`src/rtl/prog_loader_if.sv`:
```
`default_nettype none
// +--------------------------------------------------------------------+
// | prog_loader_if : byte-stream input and instruction-RAM write port  |
// | Rev 1.0                                                            |
// +--------------------------------------------------------------------+
interface prog_loader_if;
  logic [7:0]  in_data;
  logic        in_valid;
  logic        in_ready;
  logic        mem_we;
  logic [31:0] mem_addr;
  logic [31:0] mem_wdata;

  modport master (
    output in_data, in_valid,
    input  in_ready, mem_we, mem_addr, mem_wdata
  );

  modport slave (
    input  in_data, in_valid,
    output in_ready, mem_we, mem_addr, mem_wdata
  );
endinterface
`default_nettype wire

```
`src/rtl/prog_loader.sv`:
```
`default_nettype none
// +--------------------------------------------------------------------+
// | prog_loader : loads instruction RAM from a checksummed byte stream |
// | Rev 1.0                                                            |
// +--------------------------------------------------------------------+
module prog_loader #(
  parameter int DEPTH = 1024
) (
  input  logic             clk,
  input  logic             rst,
  prog_loader_if.slave     bus,
  output logic             hold,
  output logic             done,
  output logic             err
);

  typedef enum logic [2:0] {
    S_HDR  = 3'd0,
    S_DATA = 3'd1,
    S_CHK  = 3'd2,
    S_DONE = 3'd3,
    S_ERR  = 3'd4
  } state_t;

  state_t      state;
  logic [1:0]  bcnt;
  logic [31:0] word;
  logic [31:0] n;
  logic [31:0] widx;
  logic [31:0] sum;
  logic [31:0] word_next;
  logic        accept;
  logic        last_byte;

  assign accept    = bus.in_valid && bus.in_ready;
  assign last_byte = (bcnt == 2'd3);

  // Each byte lands in the lane selected by the byte counter.
  always_comb begin
    word_next = word;
    word_next[{bcnt, 3'b000} +: 8] = bus.in_data;
  end

  always_ff @(posedge clk) begin
    if (rst) begin
      state         <= S_HDR;
      bcnt          <= 2'd0;
      word          <= 32'd0;
      n             <= 32'd0;
      widx          <= 32'd0;
      sum           <= 32'd0;
      bus.in_ready  <= 1'b1;
      bus.mem_we    <= 1'b0;
      bus.mem_addr  <= 32'd0;
      bus.mem_wdata <= 32'd0;
      hold          <= 1'b1;
      done          <= 1'b0;
      err           <= 1'b0;
    end else begin
      bus.mem_we <= 1'b0;
      if (accept) begin
        word <= word_next;
        bcnt <= bcnt + 2'd1;
        if (last_byte) begin
          case (state)
            S_HDR: begin
              n <= word_next;
              if (word_next == 32'd0) begin
                state <= S_CHK;
              end else if (word_next > 32'(DEPTH)) begin
                state        <= S_ERR;
                err          <= 1'b1;
                bus.in_ready <= 1'b0;
              end else begin
                state <= S_DATA;
              end
            end
            S_DATA: begin
              bus.mem_we    <= 1'b1;
              bus.mem_addr  <= widx;
              bus.mem_wdata <= word_next;
              sum           <= sum + word_next;
              widx          <= widx + 32'd1;
              if (widx == n - 32'd1) begin
                state <= S_CHK;
              end
            end
            S_CHK: begin
              bus.in_ready <= 1'b0;
              if (word_next == sum) begin
                state <= S_DONE;
                done  <= 1'b1;
                hold  <= 1'b0;
              end else begin
                state <= S_ERR;
                err   <= 1'b1;
              end
            end
            default: begin
              state <= state;
            end
          endcase
        end
      end
    end
  end

endmodule
`default_nettype wire

```
`src/flat_wrapper.sv`:
```
// flat-port wrapper written by rule: the top's interface ports become plain ports
module prog_loader_flat 
#(
  parameter int DEPTH = 1024
)
  (clk, rst, hold, done, err, bus_in_data, bus_in_valid, bus_in_ready, bus_mem_we, bus_mem_addr, bus_mem_wdata);
  prog_loader_if bus_i ();
  input  logic clk;
  input  logic rst;
  output logic hold;
  output logic done;
  output logic err;
  input wire logic [$bits(bus_i.in_data)-1:0] bus_in_data;
  input wire logic [$bits(bus_i.in_valid)-1:0] bus_in_valid;
  output wire logic [$bits(bus_i.in_ready)-1:0] bus_in_ready;
  output wire logic [$bits(bus_i.mem_we)-1:0] bus_mem_we;
  output wire logic [$bits(bus_i.mem_addr)-1:0] bus_mem_addr;
  output wire logic [$bits(bus_i.mem_wdata)-1:0] bus_mem_wdata;
  assign bus_i.in_data = bus_in_data;
  assign bus_i.in_valid = bus_in_valid;
  assign bus_in_ready = bus_i.in_ready;
  assign bus_mem_we = bus_i.mem_we;
  assign bus_mem_addr = bus_i.mem_addr;
  assign bus_mem_wdata = bus_i.mem_wdata;
  prog_loader #(.DEPTH(DEPTH)) u_core (.clk(clk), .rst(rst), .bus(bus_i), .hold(hold), .done(done), .err(err));
endmodule
```
`config.mk`:
```
export PLATFORM = sky130hd
export DESIGN_NAME = prog_loader_flat
export DESIGN_NICKNAME = d
export VERILOG_FILES = /design/src/rtl/prog_loader_if.sv /design/src/rtl/prog_loader.sv /design/src/flat_wrapper.sv
export SDC_FILE = /design/constraint.sdc
export NUM_CORES = 1
export LEC_CHECK = 0
export CAP_MARGIN = 20
export CORE_ASPECT_RATIO = 2
export CORE_MARGIN = 4
export CORE_UTILIZATION = 40
export DETAILED_ROUTE_END_ITERATION = 7
export PLACE_DENSITY = 0.58
export SYNTH_ARGS = -nofsm -noshare
export SYNTH_HDL_FRONTEND = slang
export SYNTH_SLANG_ARGS = --single-unit
export TNS_END_PERCENT = 10
```
`constraint.sdc`:
```
create_clock -name clk -period 3.7 [get_ports clk]
set_input_delay 0.37 -clock clk [delete_from_list [all_inputs] [get_ports clk]]
set_output_delay 0.37 -clock clk [all_outputs]
set_load 0.05 [all_outputs]
```
* After elaboration in Yosys (flattened, before gate mapping)
Index checks and enable logic that the tools add are counted.
Storage, ports and cells: memories 0, bits in read-only memories 0, register bits 202, output and inout bits 69, input port bits 11, bits in latches 0, RAM bits 0
Cells by class: bitwise logic cells 2, divide/modulo/power cells 0, eq/ne operators 9, order comparisons 1, multiplexer cells 14, reduce and logical (&&, ||, !) cells 12, $mul 0, shift operators 2, $add $sub $neg 5
Operators with widths (count):
- 32-bit equality test | 2
- 32-bit by 1-bit adder with 32-bit output (second input constant) | 1
- 32-bit adder | 1
- 32-bit bitwise mux | 1
- 32-bit by 11-bit > comparator with 1-bit output (second input constant) | 1
- 32-bit zero test | 1
- 8-bit by 7-bit variable shift with 32-bit output (first input constant) | 1
- 8-bit by 7-bit indexed part select with 32-bit output | 1
- 32-bit by 1-bit subtractor with 32-bit output (second input constant) | 1
- 3-bit two-way mux | 4
- 3-bit case mux with 3 select lines | 1
- 4-bit AND reduction | 2
- 5-bit negation with 7-bit output | 1
- 1-bit two-way mux | 6
- 3-bit AND reduction | 2
- 6-bit AND reduction | 1
- 5-bit AND reduction | 1
- 2-bit by 1-bit != test with 1-bit output (second input constant) | 2
- 2-bit != test (second input constant) | 2
- 1-bit case mux with 2 select lines | 2
- 3-bit by 1-bit equality test with 1-bit output (second input constant) | 1
- 3-bit by 2-bit equality test with 1-bit output (second input constant) | 1
- 3-bit zero test | 1
- 3-bit nonzero test | 1
- other kinds (6) | 7

* Longest topological paths before layout
depth after elaboration 7, gate-level depth with buffers 18

* Worst setup path before layout
No wires, ideal clock.
kind reg-to-reg, start point register u_core.bcnt[0], end point register u_core.sum[21], slack -0.249 ns, period minus slack after synthesis 3.949 ns, library setup time 0.122 ns, arrival time 3.827 ns, data required time 3.578 ns, cell stages (with the launch flop) 16, cells stage by stage dfxtp_1 -> inv_1 -> ha_1 -> nor3_1 -> a21oi_1 -> inv_1 -> ha_1 -> a211oi_1 -> o21ai_0 -> a21oi_1 -> a21oi_1 -> a31o_2 -> maj3_1 -> a21oi_1 -> nor4_1 -> a311o_1
Between the ends: cells in the longest elaborated chain, start to end 4, elaborated cells between the ends (all ways) 7, those cells by class 2 x add/sub; 1 x eq/ne; 2 x shift; 1 x mux; 1 x reduce/logical
Ends and longest elaborated chain:
- start, declared | RTL line prog_loader.sv:26 | logic [1:0] bcnt;
- start signal, assigned | RTL line prog_loader.sv:63 | bcnt <= bcnt + 2'd1;
- 5-bit negation with 7-bit output (*) | RTL line prog_loader.sv:41 | word_next[{bcnt, 3'b000} +: 8] = bus.in_data;
- 8-bit by 7-bit indexed part select with 32-bit output / 8-bit by 7-bit variable shift with 32-bit output (equally long branches) | RTL line prog_loader.sv:41
- 32-bit bitwise mux (*) | RTL line prog_loader.sv:41
- net u_core.word_next[1] | RTL line prog_loader.sv:31 | logic [31:0] word_next;
- 32-bit adder (*) | RTL line prog_loader.sv:82 | sum <= sum + word_next;
- end signal, assigned | RTL line prog_loader.sv:82
- end, declared | RTL line prog_loader.sv:30 | logic [31:0] sum;
Mark *: on every way through the listed nets, which the timed path passes. The rest lies on a longest branch. A chain may end at the register's enable or synchronous reset.

* Worst setup path after layout
Ends and elaborated chain as after synthesis.

==> summary.md <==
| Metric | Value |
|---|---|
| Status | `finished clean` |
| Number of synthesized register bits | `202` |
| Overall power | `5.19 mW` |
| Syn_nets | `1378` |
| N_diodes | `0` |
| Worst-Skew Late Latency | `0.51 ns` |
| Port bufs | `79` |
| Final slew viol count | `0` |
| Synth area leaders | `dfxtp_1, a211oi_1, nor2_1` |
| Critical path type | `flop to flop` |
| R2R cell count | `16` |
| Slowest cell on crit path | `dfxtp_4` |
| CTS buffer count | `20` |
| Area Growth Syn to Fin | `28.4%` |
| Grt ovf | `0` |
| # H-tree levels | `1` |
| Dpl cells | `1815` |
| HP Class | `input port to flop` |
| Seq/Total Area, Yosys | `37.9%` |
| Hold Buf Count CTS | `0` |
| CTS tree | `done` |
| Tcrit/Tclk final | `95.8%` |
| Die ar. | `29500 µm²` |
| FP Rows | `84` |
| Actual slew at the worst max-slew pin | `0.947 ns` |
| Crit start category | `flop` |
| Die W | `123 µm` |
| Post-synth top area share | `37.9%` |
| Clock-pin slew on the worst setup and hold paths | `0.07 ns` |
| Netlist cell types | `70` |
| Post-synth EDFFs | `0` |
| Layout net count | `1545` |
| CP Max Fanout | `8` |
| Mapped cell area | `10700 µm²` |
| Avg Cell Area, Syn | `8.02 µm²` |
| Core ar. | `26300 µm²` |
| Drt pass-1 iters | `7` |
| Endpoints failing hold | `0` |
| Die height | `239 µm` |
| Max incr delay on CP | `0.38 ns` |
| Worst-case vdd ir drop | `333 µV` |
| Clk buf depth | `3` |
| Hpwl dp | `26.4 mm` |
| DP Worst Slack | `-0.126 ns` |
| Minimum clock period | `3.55 ns` |
| Non-Filler Instances | `1853` |
| Vias | `10100` |
| DRT antenna net count | `0` |
| Final Cell Area | `13700 µm²` |
| Routed vias/inst | `5.47` |
| Clock root cell | `clkbuf_16` |
| Clock Skews | `0.0204 ns` |
| WL final | `34.4 mm` |
| # DRC | `0` |
| Initial antenna violation count | `0` |
| Worst Hold Path Cells | `2` |
| Pwr dens | `379 nW/µm²` |
| Critical path arrival | `3.94 ns` |
| Reg2Reg Setup Slack | `0.15 ns` |
| Number of global-route vias before repair | `9811` |
| Rel. slew slack | `36.0%` |
| Worst Setup End Kind | `flop` |
| Min-delay src | `rst` |
| MaxCap Viol Count | `0` |
| Max Clock Freq | `282 MHz` |
| CP required | `4.09 ns` |
| Largest net degree at the start of global routing | `105` |
| Initial core utilization | `40.6%` |
| Io pins | `80` |
| Area leader, netlist | `dfxtp_1` |
| GR Util All Layers | `23.4%` |
| RSZ-0062 raised after global routing | `yes` |
| Synth Flop Type | `dfxtp_1` |
| FFs w/ async S/R, synth | `0%` |
| Final setup viols | `0` |
| Critical path's most frequent cell | `a21oi_2` |
| Worst R2R Start | `u_core.bcnt[0]$_SDFFE_PP0P_` |
| Wire length of the first global-routing pass | `53.4 mm` |
| Avg WL per Cell | `18.5 µm` |
| Ordered list of cells on the worst path | `inv_4 -> ha_4 -> and2_2 -> buf_4 -> a31oi_2 -> inv_1 -> ha_1 -> and4_2 -> nor4bb_4 -> a21oi_2 -> a21oi_2 -> a31o_2 -> maj3_1 -> a21oi_2 -> nor4_1 -> a311o_1` |
| Post-synthesis cell count | `1329` |
| Worst setup margin | `0.154 ns` |
| Layout cell share with drive strength beyond 1 | `16.7%` |
| RR Endpoint | `u_core.sum[21]$_SDFFE_PP0P_` |
| Lkg Pwr | `5.28 nW` |
| DRT iter0 DRCs | `402` |
| Hold Path End | `u_core.sum[19]$_SDFFE_PP0P_` |
| Synth Warn # | `0` |
| Clk sink count | `202` |
| Gpl congestion | `0.919` |
| Cell Area, Placed | `12700 µm²` |
## what timing repair did
action                                  4_1_cts  5_1_grt
endpoints found under the setup margin       12       22
pin swaps                                     0        9
gates cloned                                  0        0
hold endpoints to repair                      0        0
resized for setup                             9       50
setup buffers                                 0        2
## cells in the final DEF, fill, tap and decap left out, types with 4 or more instances in the layout
cell type / instances
dfxtp_1: 201
nor2_1: 172
buf_4: 150
nand2_1: 139
a211oi_1: 94
a21oi_1: 87
clkdlybuf4s50_1: 78
xnor2_1: 55
inv_1: 47
nor2b_1: 44
xor2_1: 37
ha_1: 30
nand4_1: 29
o21ai_0: 29
a31oi_1: 26
nand3_1: 26
clkbuf_16: 21
nor3_1: 19
nor4_1: 16
a21o_1: 12
a21oi_2: 11
or3_1: 11
mux2i_1: 9
and3_1: 8
a22oi_1: 8
o21a_1: 8
or4_1: 7
nor4b_1: 7
nand3b_1: 7
a31oi_2: 5
o22ai_1: 5
clkinvlp_4: 5
nor3_4: 4
and4_1: 4
ha_4: 4
clkbuf_8: 4
## metal layers
metal  global-route usage (%)  part of all wire (%)  up-vias
met5                        0                     0        -
met4                     13.8                   6.6        0
met3                     2.63                   2.9      100
met2                     44.7                    56      206
met1                     23.5                    35     4797
li1                         -                     -     5032
## worst max-delay path by stage
stage          slack, ns                        start                          end
5_1_grt            -0.03  u_core.bcnt[0]$_SDFFE_PP0P_  u_core.sum[21]$_SDFFE_PP0P_
2_1_floorplan       0.04  u_core.bcnt[1]$_SDFFE_PP0P_  u_core.sum[21]$_SDFFE_PP0P_
4_1_cts            -0.04  u_core.bcnt[0]$_SDFFE_PP0P_  u_core.sum[21]$_SDFFE_PP0P_
6_report            0.15  u_core.bcnt[0]$_SDFFE_PP0P_  u_core.sum[21]$_SDFFE_PP0P_
3_5_place_dp       -0.13  u_core.bcnt[1]$_SDFFE_PP0P_  u_core.sum[12]$_SDFFE_PP0P_
3_3_place_gp        -0.1               bus_in_data[4]  u_core.sum[21]$_SDFFE_PP0P_
## critical path, delay by kind of cell, from the launching register on
family | cells | cell delay, ns
AOI/OAI and AO/OA | 6 | 1.13
adders and majority gates | 3 | 0.88
and+or+nand+nor | 4 | 0.73
DFF | 1 | 0.38
buffers and inverters | 3 | 0.30
## layout make-up
type / instances / area [µm²]
Fill cell: 2605 / 12600
Multi-Input combinational cell: 990 / 6370
Sequential cell: 202 / 4050
Timing Repair Buffer: 232 / 1980
Clock buffer: 26 / 584
Tap cell: 344 / 430
Inverter: 50 / 190
Clock inverter: 9 / 90.1
## logic make-up after synthesis
family                     share of synthesized area (%)
DFF                                                 37.9
and+or+nand+nor                                     23.8
muxes                                              0.845
AOI/OAI and AO/OA                                   19.9
adders and majority gates                           4.72
xor gates and xnor gates                            7.56
buffers and inverters                               5.19
## synthesized netlist by cell type, types with 29 or more instances
cell	n
xnor2_1	55
clkbuf_1	76
nor2_1	172
nand4_1	29
a21oi_1	98
a211oi_1	96
dfxtp_1	202
ha_1	37
o21ai_0	34
nand2_1	141
a31oi_1	33
nor2b_1	45
xor2_1	37
inv_1	50
## through the flow
stage	hold WS (ns)	utilization, %	setup TNS (ns)
6_report	0.0476	52.1	0
5_1_grt	0.0418	52.1	-0.0352
4_1_cts	0.0292	51.1	-0.0513
3_5_place_dp	0.447	48.4	-0.688
3_3_place_gp	0.441	48.4	-0.263
2_1_floorplan	0.432	-	0
## power breakdown
group          leakage, nW  internal (mW)  switching [mW]
clock                0.316           1.19           0.915
combinational         3.33          0.361           0.489
sequential            1.63           2.20          0.0247
## state kept, by name, summed over array words and instances (netlist names)
register / count
u_core.bcnt: 2
u_core.bus.in_ready: 1
u_core.bus.mem_addr: 32
u_core.bus.mem_wdata: 32
u_core.bus.mem_we: 1
u_core.done: 1
u_core.err: 1
u_core.hold: 1
u_core.n: 32
u_core.state: 3
u_core.sum: 32
u_core.widx: 32
u_core.word: 32
Note: power is estimated with default switching activity, not from simulation.
